**src/rtl/undistort_pkg.sv**
```systemverilog
// Shared types and defaults for the undistort stream sequencer.
package undistort_pkg;

    localparam int unsigned IMG_W_DEF  = 640;
    localparam int unsigned IMG_H_DEF  = 480;
    localparam int unsigned DEPTH_DEF  = 20;
    localparam int unsigned ADDR_W_DEF = 19;

    typedef enum logic [2:0] {
        S_IDLE  = 3'd0,
        S_FILL  = 3'd1,
        S_RUN   = 3'd2,
        S_DRAIN = 3'd3,
        S_DONE  = 3'd4
    } state_t;

    // Output-pixel framing flags carried alongside out_valid.
    typedef struct packed {
        logic sof;
        logic eol;
        logic eof;
    } frame_flags_t;

    // Bits needed for a latency counter that counts 0..depth-1.
    function automatic int unsigned lat_width(input int unsigned depth);
        return (depth < 2) ? 1 : $clog2(depth);
    endfunction

endpackage

```
**src/rtl/raster_counter.sv**
```systemverilog
// Raster position tracker: x/y/linear address with clear and advance.
// The flag outputs decode the current registered position.
module raster_counter #(
    parameter int unsigned W      = 4,
    parameter int unsigned H      = 3,
    parameter int unsigned ADDR_W = 19
) (
    input  logic              clk,
    input  logic              rst,
    input  logic              clear,
    input  logic              advance,
    output logic [ADDR_W-1:0] x,
    output logic [ADDR_W-1:0] y,
    output logic [ADDR_W-1:0] addr,
    output logic              sof_c,
    output logic              eol_c,
    output logic              eof_c
);

    localparam logic [ADDR_W-1:0] X_LAST = ADDR_W'(W - 1);
    localparam logic [ADDR_W-1:0] Y_LAST = ADDR_W'(H - 1);

    assign sof_c = (x == '0) && (y == '0);
    assign eol_c = (x == X_LAST);
    assign eof_c = eol_c && (y == Y_LAST);

    // Position register; wraps to the origin after the last pixel.
    always_ff @(posedge clk or negedge rst) begin
        if (!rst) begin
            x    <= '0;
            y    <= '0;
            addr <= '0;
        end else if (clear) begin
            x    <= '0;
            y    <= '0;
            addr <= '0;
        end else if (advance) begin
            if (eof_c) begin
                x    <= '0;
                y    <= '0;
                addr <= '0;
            end else begin
                addr <= addr + ADDR_W'(1);
                if (eol_c) begin
                    x <= '0;
                    y <= y + ADDR_W'(1);
                end else begin
                    x <= x + ADDR_W'(1);
                end
            end
        end
    end

endmodule

```
**src/rtl/undistort_stream_ctrl.sv**
```systemverilog
// Frame sequencer: issues raster-order map reads and emits output framing
// DEPTH cycles behind the reads. All outputs come straight from flops.
module undistort_stream_ctrl
    import undistort_pkg::*;
#(
    parameter int unsigned IMG_W  = IMG_W_DEF,
    parameter int unsigned IMG_H  = IMG_H_DEF,
    parameter int unsigned DEPTH  = DEPTH_DEF,
    parameter int unsigned ADDR_W = ADDR_W_DEF
) (
    input  logic              clk,
    input  logic              rst,
    input  logic              frame_start,
    input  logic              abort,
    output logic              map_rd_en,
    output logic [ADDR_W-1:0] map_addr,
    output logic              coeff_fifo_start,
    output logic              out_valid,
    output logic              out_sof,
    output logic              out_eol,
    output logic              out_eof,
    output logic              busy,
    output logic              frame_done,
    output logic              frame_overrun
);

    localparam int unsigned       N_PIX     = IMG_W * IMG_H;
    localparam int unsigned       LAT_W     = lat_width(DEPTH);
    localparam logic [ADDR_W-1:0] ADDR_LAST = ADDR_W'(N_PIX - 1);
    localparam logic [LAT_W-1:0]  LAT_LAST  = LAT_W'(DEPTH - 1);

    state_t             state_q, state_d;
    logic [LAT_W-1:0]   lat_q, lat_d;
    frame_flags_t       flags_q, flags_d;

    logic               rd_en_d, fifo_d, valid_d, done_d, busy_d, ovr_d;
    logic [ADDR_W-1:0]  addr_d;
    logic               cnt_clear_c;

    logic [ADDR_W-1:0]  rd_x, rd_y, rd_addr;
    logic               rd_sof_c, rd_eol_c, rd_eof_c;
    logic [ADDR_W-1:0]  px_x, px_y, px_addr;
    logic               px_sof_c, px_eol_c, px_eof_c;
    logic               cnt_unused;

    // Read-side position: next map address to issue.
    raster_counter #(.W(IMG_W), .H(IMG_H), .ADDR_W(ADDR_W)) u_rd_cnt (
        .clk     (clk),
        .rst     (rst),
        .clear   (cnt_clear_c),
        .advance (rd_en_d),
        .x       (rd_x),
        .y       (rd_y),
        .addr    (rd_addr),
        .sof_c   (rd_sof_c),
        .eol_c   (rd_eol_c),
        .eof_c   (rd_eof_c)
    );

    // Output-side position: next output pixel to be flagged.
    raster_counter #(.W(IMG_W), .H(IMG_H), .ADDR_W(ADDR_W)) u_px_cnt (
        .clk     (clk),
        .rst     (rst),
        .clear   (cnt_clear_c),
        .advance (valid_d),
        .x       (px_x),
        .y       (px_y),
        .addr    (px_addr),
        .sof_c   (px_sof_c),
        .eol_c   (px_eol_c),
        .eof_c   (px_eof_c)
    );

    assign cnt_unused = ^{rd_x, rd_y, rd_sof_c, rd_eol_c, rd_eof_c, px_x, px_y, px_addr};

    // Next state and next registered output values.
    always_comb begin
        state_d     = state_q;
        lat_d       = '0;
        rd_en_d     = 1'b0;
        addr_d      = '0;
        fifo_d      = 1'b0;
        valid_d     = 1'b0;
        flags_d     = '0;
        done_d      = 1'b0;
        busy_d      = 1'b0;
        ovr_d       = 1'b0;
        cnt_clear_c = 1'b0;

        if ((state_q != S_IDLE) && abort) begin
            state_d = S_IDLE;
        end else begin
            case (state_q)
                S_IDLE:  if (frame_start)              state_d = S_FILL;
                S_FILL:  if (lat_q == LAT_LAST)        state_d = S_RUN;
                S_RUN:   if (map_addr == ADDR_LAST)    state_d = S_DRAIN;
                S_DRAIN: if (lat_q == LAT_LAST)        state_d = S_DONE;
                S_DONE:                                state_d = S_IDLE;
                default:                               state_d = S_IDLE;
            endcase
        end

        busy_d      = (state_d != S_IDLE);
        rd_en_d     = (state_d == S_FILL) || (state_d == S_RUN);
        fifo_d      = rd_en_d || (state_d == S_DRAIN);
        valid_d     = (state_d == S_RUN) || (state_d == S_DRAIN);
        done_d      = (state_d == S_DONE);
        cnt_clear_c = !busy_d || done_d;

        if (rd_en_d) begin
            addr_d = rd_addr;
        end else if (state_d == S_DRAIN) begin
            addr_d = map_addr;
        end

        if (valid_d) begin
            flags_d.sof = px_sof_c;
            flags_d.eol = px_eol_c;
            flags_d.eof = px_eof_c;
        end

        if ((state_d == state_q) && ((state_q == S_FILL) || (state_q == S_DRAIN))) begin
            lat_d = lat_q + LAT_W'(1);
        end

        ovr_d = frame_start && (state_q != S_IDLE) && !abort;
    end

    // State, latency counter and output registers.
    always_ff @(posedge clk or negedge rst) begin
        if (!rst) begin
            state_q          <= S_IDLE;
            lat_q            <= '0;
            map_rd_en        <= 1'b0;
            map_addr         <= '0;
            coeff_fifo_start <= 1'b0;
            out_valid        <= 1'b0;
            flags_q          <= '0;
            busy             <= 1'b0;
            frame_done       <= 1'b0;
            frame_overrun    <= 1'b0;
        end else begin
            state_q          <= state_d;
            lat_q            <= lat_d;
            map_rd_en        <= rd_en_d;
            map_addr         <= addr_d;
            coeff_fifo_start <= fifo_d;
            out_valid        <= valid_d;
            flags_q          <= flags_d;
            busy             <= busy_d;
            frame_done       <= done_d;
            frame_overrun    <= ovr_d;
        end
    end

    assign out_sof = flags_q.sof;
    assign out_eol = flags_q.eol;
    assign out_eof = flags_q.eof;

endmodule

```
**config.mk**
```make
export PLATFORM = sky130hd
export DESIGN_NAME = undistort_stream_ctrl
export DESIGN_NICKNAME = d
export VERILOG_FILES = /design/src/rtl/undistort_pkg.sv /design/src/rtl/raster_counter.sv /design/src/rtl/undistort_stream_ctrl.sv
export SDC_FILE = /design/constraint.sdc
export NUM_CORES = 1
export LEC_CHECK = 0
export CORE_MARGIN = 4
export CORE_UTILIZATION = 42
export CTS_BUF_LIST = sky130_fd_sc_hd__clkbuf_8
export DETAILED_ROUTE_END_ITERATION = 8
export PLACE_DENSITY = 0.61
export SETUP_SLACK_MARGIN = 0.3
export SKIP_LAST_GASP = 1
export SLEW_MARGIN = 10
export SYNTH_ARGS = -nofsm -noshare
export SYNTH_HDL_FRONTEND = slang
export SYNTH_SLANG_ARGS = --single-unit
```
**constraint.sdc**
```tcl
create_clock -name clk -period 4.65 [get_ports clk]
set_input_delay 0.93 -clock clk [delete_from_list [all_inputs] [get_ports clk]]
set_output_delay 0.93 -clock clk [all_outputs]
set_load 0.05 [all_outputs]
```
* Word level (Yosys, flattened, before mapping) *
Cells that the tools add are included.
W data, S select, Z words.

word-level totals
  input bits = 4
  word-level logic and storage cells = 92
  output and inout bits = 28
  register bits = 131

operators by class
  eq/ne operators = 15
  mux-type cells = 29
  reduce and logical (&&, ||, !) cells = 25
  add/subtract/negate cells = 6

operators by type and width
  kind                     number
  $mux W19                 21
  $add A19 B1 Y19 const B  5
  $eq A19 B10 Y1 const B   2
  $eq A19 B9 Y1 const B    2
  $logic_not A19 Y1        2
  $eq A19 B19 Y1 const B   1
  $mux W3                  6
  $eq A3 B2 Y1 const B     4
  $pmux W3 S4              1
  $reduce_bool A3 Y1       4
  $logic_and A1 B1 Y1      7
  $eq A3 B1 Y1 const B     2
  $add A5 B1 Y5 const B    1
  $eq A5 B5 Y1 const B     1
  $logic_or A1 B1 Y1       5
  $mux W5                  1
  $reduce_and A2 Y1        2
  $reduce_bool A2 Y1       2
  $eq A3 B3 Y1             1
  $eq A3 B3 Y1 const B     1
  $logic_not A3 Y1         1
  $logic_not A1 Y1         2
  $ne A2 B2 Y1 const B     1

* Logic depth before layout (Yosys ltp) *
Gate-level depths: netlist of the first run.

  depth after elaboration = 9
  gate-level depth with buffers = 13
  depth with buffers taken out = 10

* Modules after synthesis *
From an unflattened synthesis of the first run, not the netlist that was laid out.

second synthesis, totals
  cells, all modules = 869
  area total of the unflattened synthesis = 8234.1 µm²

by module, submodules not included
  module                 times used  cells an instance  seq. area each (µm²)  area each (µm²)
  raster_counter         2           359                1426.4                3279.4
  undistort_stream_ctrl  1           151                900.9                 1675.4

* Worst setup path before layout of the first run *
Ideal clock, no wire load.

  kind = register to register
  start point = register map_addr[14]
  end point = register u_rd_cnt.y[11]
  buffers on the path = 0
  arrival = 2.483 ns
  cell stages (with the launch flop) = 7
  setup slack = 2.088 ns
  required time = 4.571 ns
  library setup time = 0.079 ns
  period minus slack after synthesis = 2.562 ns
  path through = dfrtp_1 -> or4b_4 -> nor4_4 -> a2bb2oi_2 -> a22o_4 -> or4_1 -> mux2i_1

between the ends
  cells in the longest elaborated chain, start to end = 9
  elaborated cells on any way between the ends = 15
  those cells by class = 4 x eq/ne; 4 x mux; 7 x reduce/logical

ends and longest elaborated chain
  what                                                                       RTL line                      source
  from (decl)                                                                undistort_stream_ctrl.sv:16   output logic [ADDR_W-1:0] map_addr,
  from (signal assigned)                                                     undistort_stream_ctrl.sv:146  map_addr <= addr_d;
  $eq A19 B19 Y1 *                                                           undistort_stream_ctrl.sv:96   S_RUN: if (map_addr == ADDR_LAST) state_d = S_DRAIN;
  $mux W3 *                                                                  undistort_stream_ctrl.sv:96
  $pmux W3 S4 *                                                              undistort_stream_ctrl.sv:93   case (state_q)
  $mux W3 *                                                                  undistort_stream_ctrl.sv:90   if ((state_q != S_IDLE) && abort) begin
  $reduce_bool A3 Y1                                                         undistort_stream_ctrl.sv:103  busy_d = (state_d != S_IDLE);
  $logic_not A1 Y1                                                           undistort_stream_ctrl.sv:108  cnt_clear_c = !busy_d || done_d;
  $logic_or A1 B1 Y1                                                         undistort_stream_ctrl.sv:108
  $reduce_bool A3 Y1 (no line) / $reduce_bool A2 Y1 (equally long branches)  n/a
  $reduce_and A2 Y1 (no line)                                                n/a
  to (signal assigned)                                                       raster_counter.sv:46          y <= y + ADDR_W'(1);
  to (decl)                                                                  raster_counter.sv:13          output logic [ADDR_W-1:0] y,

Mark *: on every way between the ends. The rest lies on a longest branch, timed or not.
A chain may end at the register's enable or synchronous reset.

* Worst setup path in the final report of the first run *
  start point = register map_addr[14]
  end point = register u_rd_cnt.x[18]

between the ends
  cells in the longest elaborated chain, start to end = 8
  elaborated cells on any way between the ends = 13
  those cells by class = 4 x eq/ne; 4 x mux; 5 x reduce/logical

ends and longest elaborated chain
  what                                                   RTL line                      source
  $eq A19 B19 Y1 *                                       undistort_stream_ctrl.sv:96
  $mux W3 *                                              undistort_stream_ctrl.sv:96
  $pmux W3 S4 *                                          undistort_stream_ctrl.sv:93
  $mux W3 *                                              undistort_stream_ctrl.sv:90
  $reduce_bool A3 Y1                                     undistort_stream_ctrl.sv:103
  $logic_not A1 Y1                                       undistort_stream_ctrl.sv:108
  $logic_or A1 B1 Y1                                     undistort_stream_ctrl.sv:108
  $mux W19 / $reduce_bool A2 Y1 (equally long branches)  n/a
  to (signal assigned)                                   raster_counter.sv:48          x <= x + ADDR_W'(1);
  to (decl)                                              raster_counter.sv:12          output logic [ADDR_W-1:0] x,

Marks and branches as above.

==> impl_metrics.py, run 1 <==
metrics = {
    "clock_network": {
        "clkLatencyLatePin_ns": 0.46,
        "cts_sinks": 131,
        "cts_resized": 0,
        "cts_max_level": 4,
        "cts_buffers": 17,
        "cts_tree": "done",
        "clk_pin_slew_worst_paths_ns": 0.08,
        "cts_hold_buf": 0,
        "max-clock-path-buffers": 2,
        "post_cts_buffers": 0,
        "root_buffer": "clkbuf_8",
    },
    "worst_setup_path": {
        "path_class": "reg -> reg",
        "critPathBufInv": 1,
        "cp-start-kind": "flop",
        "reg2regPathDepth": 7,
        "cp-end-kind": "flop",
        "cp.arrival_ns": 3.55,
        "rrSetupSlack_ns": 1.45,
        "slowest_delay_ns": 0.83,
        "worstPathRequired_ns": 5.00,
        "crit_slowest_cell": "and2_2",
        "worstReg2RegStart": "map_addr[14]",
        "cp_max_fo": 42,
        "r2r_end": "u_rd_cnt.x[18]",
        "path_cells": "or4b_4 > nor4_4 > o2bb2ai_1 > and2_2 > buf_4 > o31ai_1 > a22o_1",
        "critPathTopFamily": "simple AND/OR/NAND/NOR gates",
    },
    "layout": {
        "nets": 786,
        "syn_to_final_growth_pct": 12.13,
        "multi_input_comb_area_um2": 3503,
        "fin_cells": 1007,
        "regArea_um2": 3278,
        "drive_above_1_share_pct": 8.513,
        "postLayoutCoreUtil_pct": 47.89,
        "fillers": 1562,
        "design_area_um2": 7914,
        "antenna_cells": 0,
    },
    "yosys": {
        "synth_area_um2": 7058,
        "yosysSeqAreaShare_pct": 46.45,
        "ys_ff_latch": 131,
        "syn_nets": 763,
        "ys_top_cells_by_area": "dfrtp_1, o21ai_0, a22o_1, nand2_1, nor2_1",
        "synth_most_common_cell": "dfrtp_1",
        "synth_top_cell_by_area": "dfrtp_1",
        "async_reset_ff_share_pct": 100.0,
        "yosysTopAreaCellShare_pct": 46.45,
        "netlist_instances": 751,
        "avgSynthCellArea_um2": 9.398,
        "ys_warn_count": 0,
        "synth_edf_count": 0,
        "synth_common_cells": "dfrtp_1, o21ai_0, nand2_1, nor2_1, a22o_1",
        "synth_cell_types": 66,
        "synthFlopType": "dfrtp_1",
    },
    "sta": {
        "hold-worst-slack_ns": 0.4792,
        "fin_tns_setup_ns": 0,
        "period_share_pct": 68.83,
        "fmax_mhz": 312.5,
        "setup_viol": 0,
        "worst_slew_pin_slew_ns": 0.9845,
        "fin_skew_ns": 0.01041,
        "rsz0062_at_grt": "no",
        "setup_ws_ns": 1.450,
        "finalMaxSlewViolations": 0,
        "period_needed_ns": 3.200,
        "slew_headroom_pct": 34.37,
        "finalHoldViolCount": 0,
    },
    "worst_hold_path": {
        "min_from": "lat_q[0]",
        "worstHoldPathType": "reg -> reg",
        "min_to": "lat_q[0]",
        "min_path_cells": 1,
    },
    "power_and_ir_drop": {
        "ir_worst_vdd_uv": 196.0,
        "power.total_mw": 2.945,
        "p_per_area_nw_per_um2": 372.1,
        "p_leak_nw": 3.310,
    },
    "placed_design": {
        "place_hpwl_um": 11670,
        "port_buffers": 31,
        "place_congestion": 0.9008,
        "place_area_um2": 7546,
        "dp_cells": 975,
        "pre_cts_slack_ns": 1.012,
    },
    "drt": {
        "vias": 6040,
        "wl_um": 17620,
        "first_pass_iters": 5,
        "drc": 0,
        "drt-initial-drc-count": 554,
        "avgViaCountPerCell": 5.998,
        "ant_nets": 0,
        "routedWlPerCell_um": 17.50,
    },
    "die": {
        "pin_count": 32,
        "core.rowCount": 47,
        "start_util_pct": 42.71,
        "die_y_um": 137.6,
        "die_area_um2": 18940,
        "die_w_um": 137.6,
        "coreArea_um2": 16520,
    },
    "global_routing": {
        "grt_max_degree": 107,
        "antenna_found_initial": 0,
        "grt-ovfl-total": 0,
        "grt_pass1_vias": 5743,
        "track_usage_pct": 19.43,
        "grt_pass1_wl_um": 29320,
    },
    "run_status": {
        "status": "completed",
    },
    "job": {
        "maxCapViolCount": 0,
    },
}
how the worst max path moves through the flow:
stage,start,end,depth (start not counted)
finish,map_addr[14],u_rd_cnt.x[18],7
global route,map_addr[14],u_rd_cnt.x[18],7
CTS,map_addr[14],u_rd_cnt.x[18],7
detailed placement,frame_start,u_rd_cnt.x[18],7
global placement,abort,u_rd_cnt.x[18],9
floorplan,map_addr[14],u_rd_cnt.y[11],6
state kept, by name, summed over array words and instances (netlist names):
signal,flops
out_eol,1
u_rd_cnt.y,19
state_q,3
out_valid,1
u_rd_cnt.x,19
lat_q,5
frame_done,1
u_px_cnt.y,19
u_px_cnt.x,19
u_rd_cnt.addr,19
coeff_fifo_start,1
out_sof,1
map_addr,19
frame_overrun,1
busy,1
map_rd_en,1
out_eof,1
power breakdown:
part	switching (mW)	leakage [nW]	internal, mW
logic	0.554	1.32	0.231
registers	0.0569	1.82	1.19
clock network	0.488	0.170	0.422
total	1.10	3.31	1.85
placed cells by master, fill, tap and decap left out, types with 5 or more instances in the layout:
cell / synthesis / routed
or3_1: 9 / 9
o31ai_1: 11 / 11
o211ai_1: 11 / 11
clkbuf_8: 0 / 17
nand3_1: 37 / 37
nor4_1: 19 / 19
buf_4: 6 / 12
o2111ai_1: 6 / 6
and2_1: 6 / 5
and4_1: 10 / 10
a22o_1: 38 / 38
a31oi_1: 6 / 6
or4_1: 11 / 11
clkdlybuf4s50_1: 0 / 30
nor2_1: 50 / 50
nand2_1: 65 / 65
ha_1: 8 / 8
a21oi_1: 35 / 35
inv_1: 19 / 19
o21ai_0: 67 / 67
nor2b_1: 8 / 8
nand4_1: 27 / 27
nor3_1: 14 / 13
a22oi_1: 8 / 8
clkinvlp_4: 0 / 6
and3_1: 25 / 25
dfrtp_1: 131 / 131
a21o_1: 12 / 12
xor2_1: 18 / 18
kinds of logic after synthesis:
logic type | share of synthesized area [%]
simple gates | 24.04
flops | 46.45
fa+ha+maj | 1.418
buf+inv | 4.006
mux | 0.7445
compound gates | 20.99
xor+xnor | 2.358
routing by layer:
layer | share of wire, % | vias up | global-route usage [%]
li1 | - | 2885 | -
met1 | 46 | 2978 | 26.77
met4 | 1.1 | 0 | 6.208
met2 | 48 | 156 | 30.50
met3 | 4.6 | 21 | 4.273
met5 | 0 | - | 0
area by class of cell:
| class | count | share of cell area, % |
|---|---|---|
| multi-input cells | 559 | 44.27 |
| well taps | 220 | 3.478 |
| clock inverters | 15 | 1.692 |
| flip-flops and latches | 131 | 41.42 |
| inverters | 22 | 1.107 |
| repair buffers | 43 | 5.075 |
| clock buffers | 17 | 2.957 |
No activity file was read; power rests on OpenSTA's default activity.
==> run 2: changes to the inputs <==
PLACE_DENSITY = 0.63   (was 0.61)
clock period = 2.8 ns   (was 4.65 ns; I/O delays follow)
==> impl_metrics.py, run 2 (same netlist as run 1, synthesis figures left out) <==
metrics = {
    "sta": {
        "finalHoldViolCount": 0,
        "slew_headroom_pct": 52.96,
        "worst_slew_pin_slew_ns": 0.6958,
        "hold-worst-slack_ns": 0.1660,
        "fin_skew_ns": 0.01620,
        "setup_viol": 0,
        "setup_ws_ns": 0.3775,
        "period_share_pct": 86.52,
        "fin_tns_setup_ns": 0,
        "fmax_mhz": 412.8,
        "finalMaxSlewViolations": 0,
        "period_needed_ns": 2.422,
        "rsz0062_at_grt": "yes",
    },
    "power_and_ir_drop": {
        "ir_worst_vdd_uv": 456.3,
        "p_leak_nw": 3.549,
        "p_per_area_nw_per_um2": 627.1,
    },
    "drt": {
        "avgViaCountPerCell": 5.936,
        "ant_nets": 0,
        "wl_um": 18440,
        "vias": 6215,
        "drt-initial-drc-count": 501,
        "first_pass_iters": 5,
        "drc": 0,
        "routedWlPerCell_um": 17.62,
    },
    "clock_network": {
        "root_buffer": "clkbuf_8",
        "clk_pin_slew_worst_paths_ns": 0.08,
        "max-clock-path-buffers": 2,
        "clkLatencyLatePin_ns": 0.45,
        "cts_tree": "done",
        "cts_sinks": 131,
        "cts_max_level": 4,
        "cts_buffers": 17,
    },
    "layout": {
        "fin_cells": 1047,
        "drive_above_1_share_pct": 14.99,
        "design_area_um2": 8396,
        "mostFrequentLayoutCell": "dfrtp_1",
        "antenna_cells": 0,
        "final_cell_mix": "dfrtp_1, o21ai_0, nand2_1",
        "syn_to_final_growth_pct": 18.95,
        "nets": 826,
    },
    "worst_hold_path": {
        "worstHoldPathType": "in -> async",
    },
    "global_routing": {
        "grt_pass1_wl_um": 30640,
        "track_usage_pct": 20.26,
        "antenna_found_initial": 0,
        "grt_pass1_vias": 6083,
        "grt_max_degree": 52,
        "grt-ovfl-total": 0,
    },
    "placed_design": {
        "pre_cts_slack_ns": 0.03336,
        "place_hpwl_um": 12610,
        "place_congestion": 0.9015,
        "port_buffers": 31,
        "place_area_um2": 7823,
        "dp_cells": 1004,
    },
    "worst_setup_path": {
        "path_class": "reg -> reg",
        "cp_max_fo": 5,
        "crit_slowest_cell": "or4_1",
        "worstPathRequired_ns": 3.17,
        "cp.arrival_ns": 2.79,
        "path_cells": "ha_4 > nand4bb_4 > or3_4 > a21o_4 > buf_4 > a22o_4 > or4_1 > mux2i_1",
        "cp-start-kind": "flop",
        "cp-startpoint": "lat_q[1]",
        "critPathTopFamily": "simple AND/OR/NAND/NOR gates",
        "slowest_delay_ns": 0.49,
        "cp-end-kind": "flop",
        "critPathBufInv": 1,
        "worstReg2RegStart": "lat_q[1]",
    },
    "die": {
        "coreArea_um2": 16520,
        "die_w_um": 137.6,
        "start_util_pct": 42.71,
        "pin_count": 32,
        "die_y_um": 137.6,
        "die_area_um2": 18940,
        "core.rowCount": 47,
    },
    "run_status": {
        "status": "completed",
    },
    "job": {
        "maxCapViolCount": 0,
    },
}
run 2: cell types whose count changed in the layout (fill, tap and decap cells not counted), sizes merged:
cell,previous run,this run
buf,13,53
clkinv,7,5
bufinv,1,2
inv,23,24
run 2: per-layer routing:
layer | part of all wire (%) | wire (um) | vias to the layer above | track usage [%]
met5 | 0 | 0 | - | 0
met4 | 1.6 | 286 | 0 | 6.486
met3 | 4.3 | 795 | 25 | 4.748
met2 | 49 | 9008 | 155 | 32.13
met1 | 45 | 8352 | 3080 | 27.44
li1 | - | - | 2955 | -
run 2: worst reg2reg max path, cell delays in order, from the launching register on:
cell       delay, ns
dfrtp_1         0.41
ha_4            0.17
nand4bb_4       0.16
or3_4           0.37
a21o_4          0.24
buf_4           0.16
a22o_4          0.24
or4_1           0.49
mux2i_1         0.13
run 2: metrics by stage:
step	total power [mW]	utilization, %
after floorplan	2.992	-
after global placement	3.619	47.34
after detailed placement	3.660	47.34
after CTS	5.264	50.22
after global routing	5.533	50.81
final	5.265	50.81
run 2: path summary, 6_finish.rpt:
check                                 endpoint  slack, ns  cells after the start
worst max register to register  u_rd_cnt.y[11]       0.38                      8
worst min register to register  u_rd_cnt.y[18]       0.49                      1
worst max-delay path            u_rd_cnt.y[11]       0.38                      8
worst min-delay path             u_rd_cnt.x[9]       0.17                      1
min in group clk                u_rd_cnt.y[18]       0.49                      1
max in group asynchronous         map_addr[15]       1.92                      2
run 2: cell type report:
type / instances / area (um2)
sequential: 131 / 3283
multi-input combinational: 559 / 3592
inverter: 22 / 90.09
tap: 220 / 275.3
timing repair buffer: 83 / 775.7
clock buffer: 17 / 234.0
fill: 1529 / 8129
clock inverter: 15 / 145.1
run 2: what timing repair did:
action	CTS	global route
pin swaps	7	2
setup endpoints to repair	60	79
gates resized for setup	6	20
gates cloned	0	0
hold buffers	0	0
buffers inserted	9	2
run 2: power breakdown:
group          leakage [nW]  internal, mW  total (mW)  switching [mW]
Clock                 0.182         0.781        1.58           0.795
Combinational          1.56         0.610        1.61            1.00
Sequential             1.81          1.98        2.08          0.0983
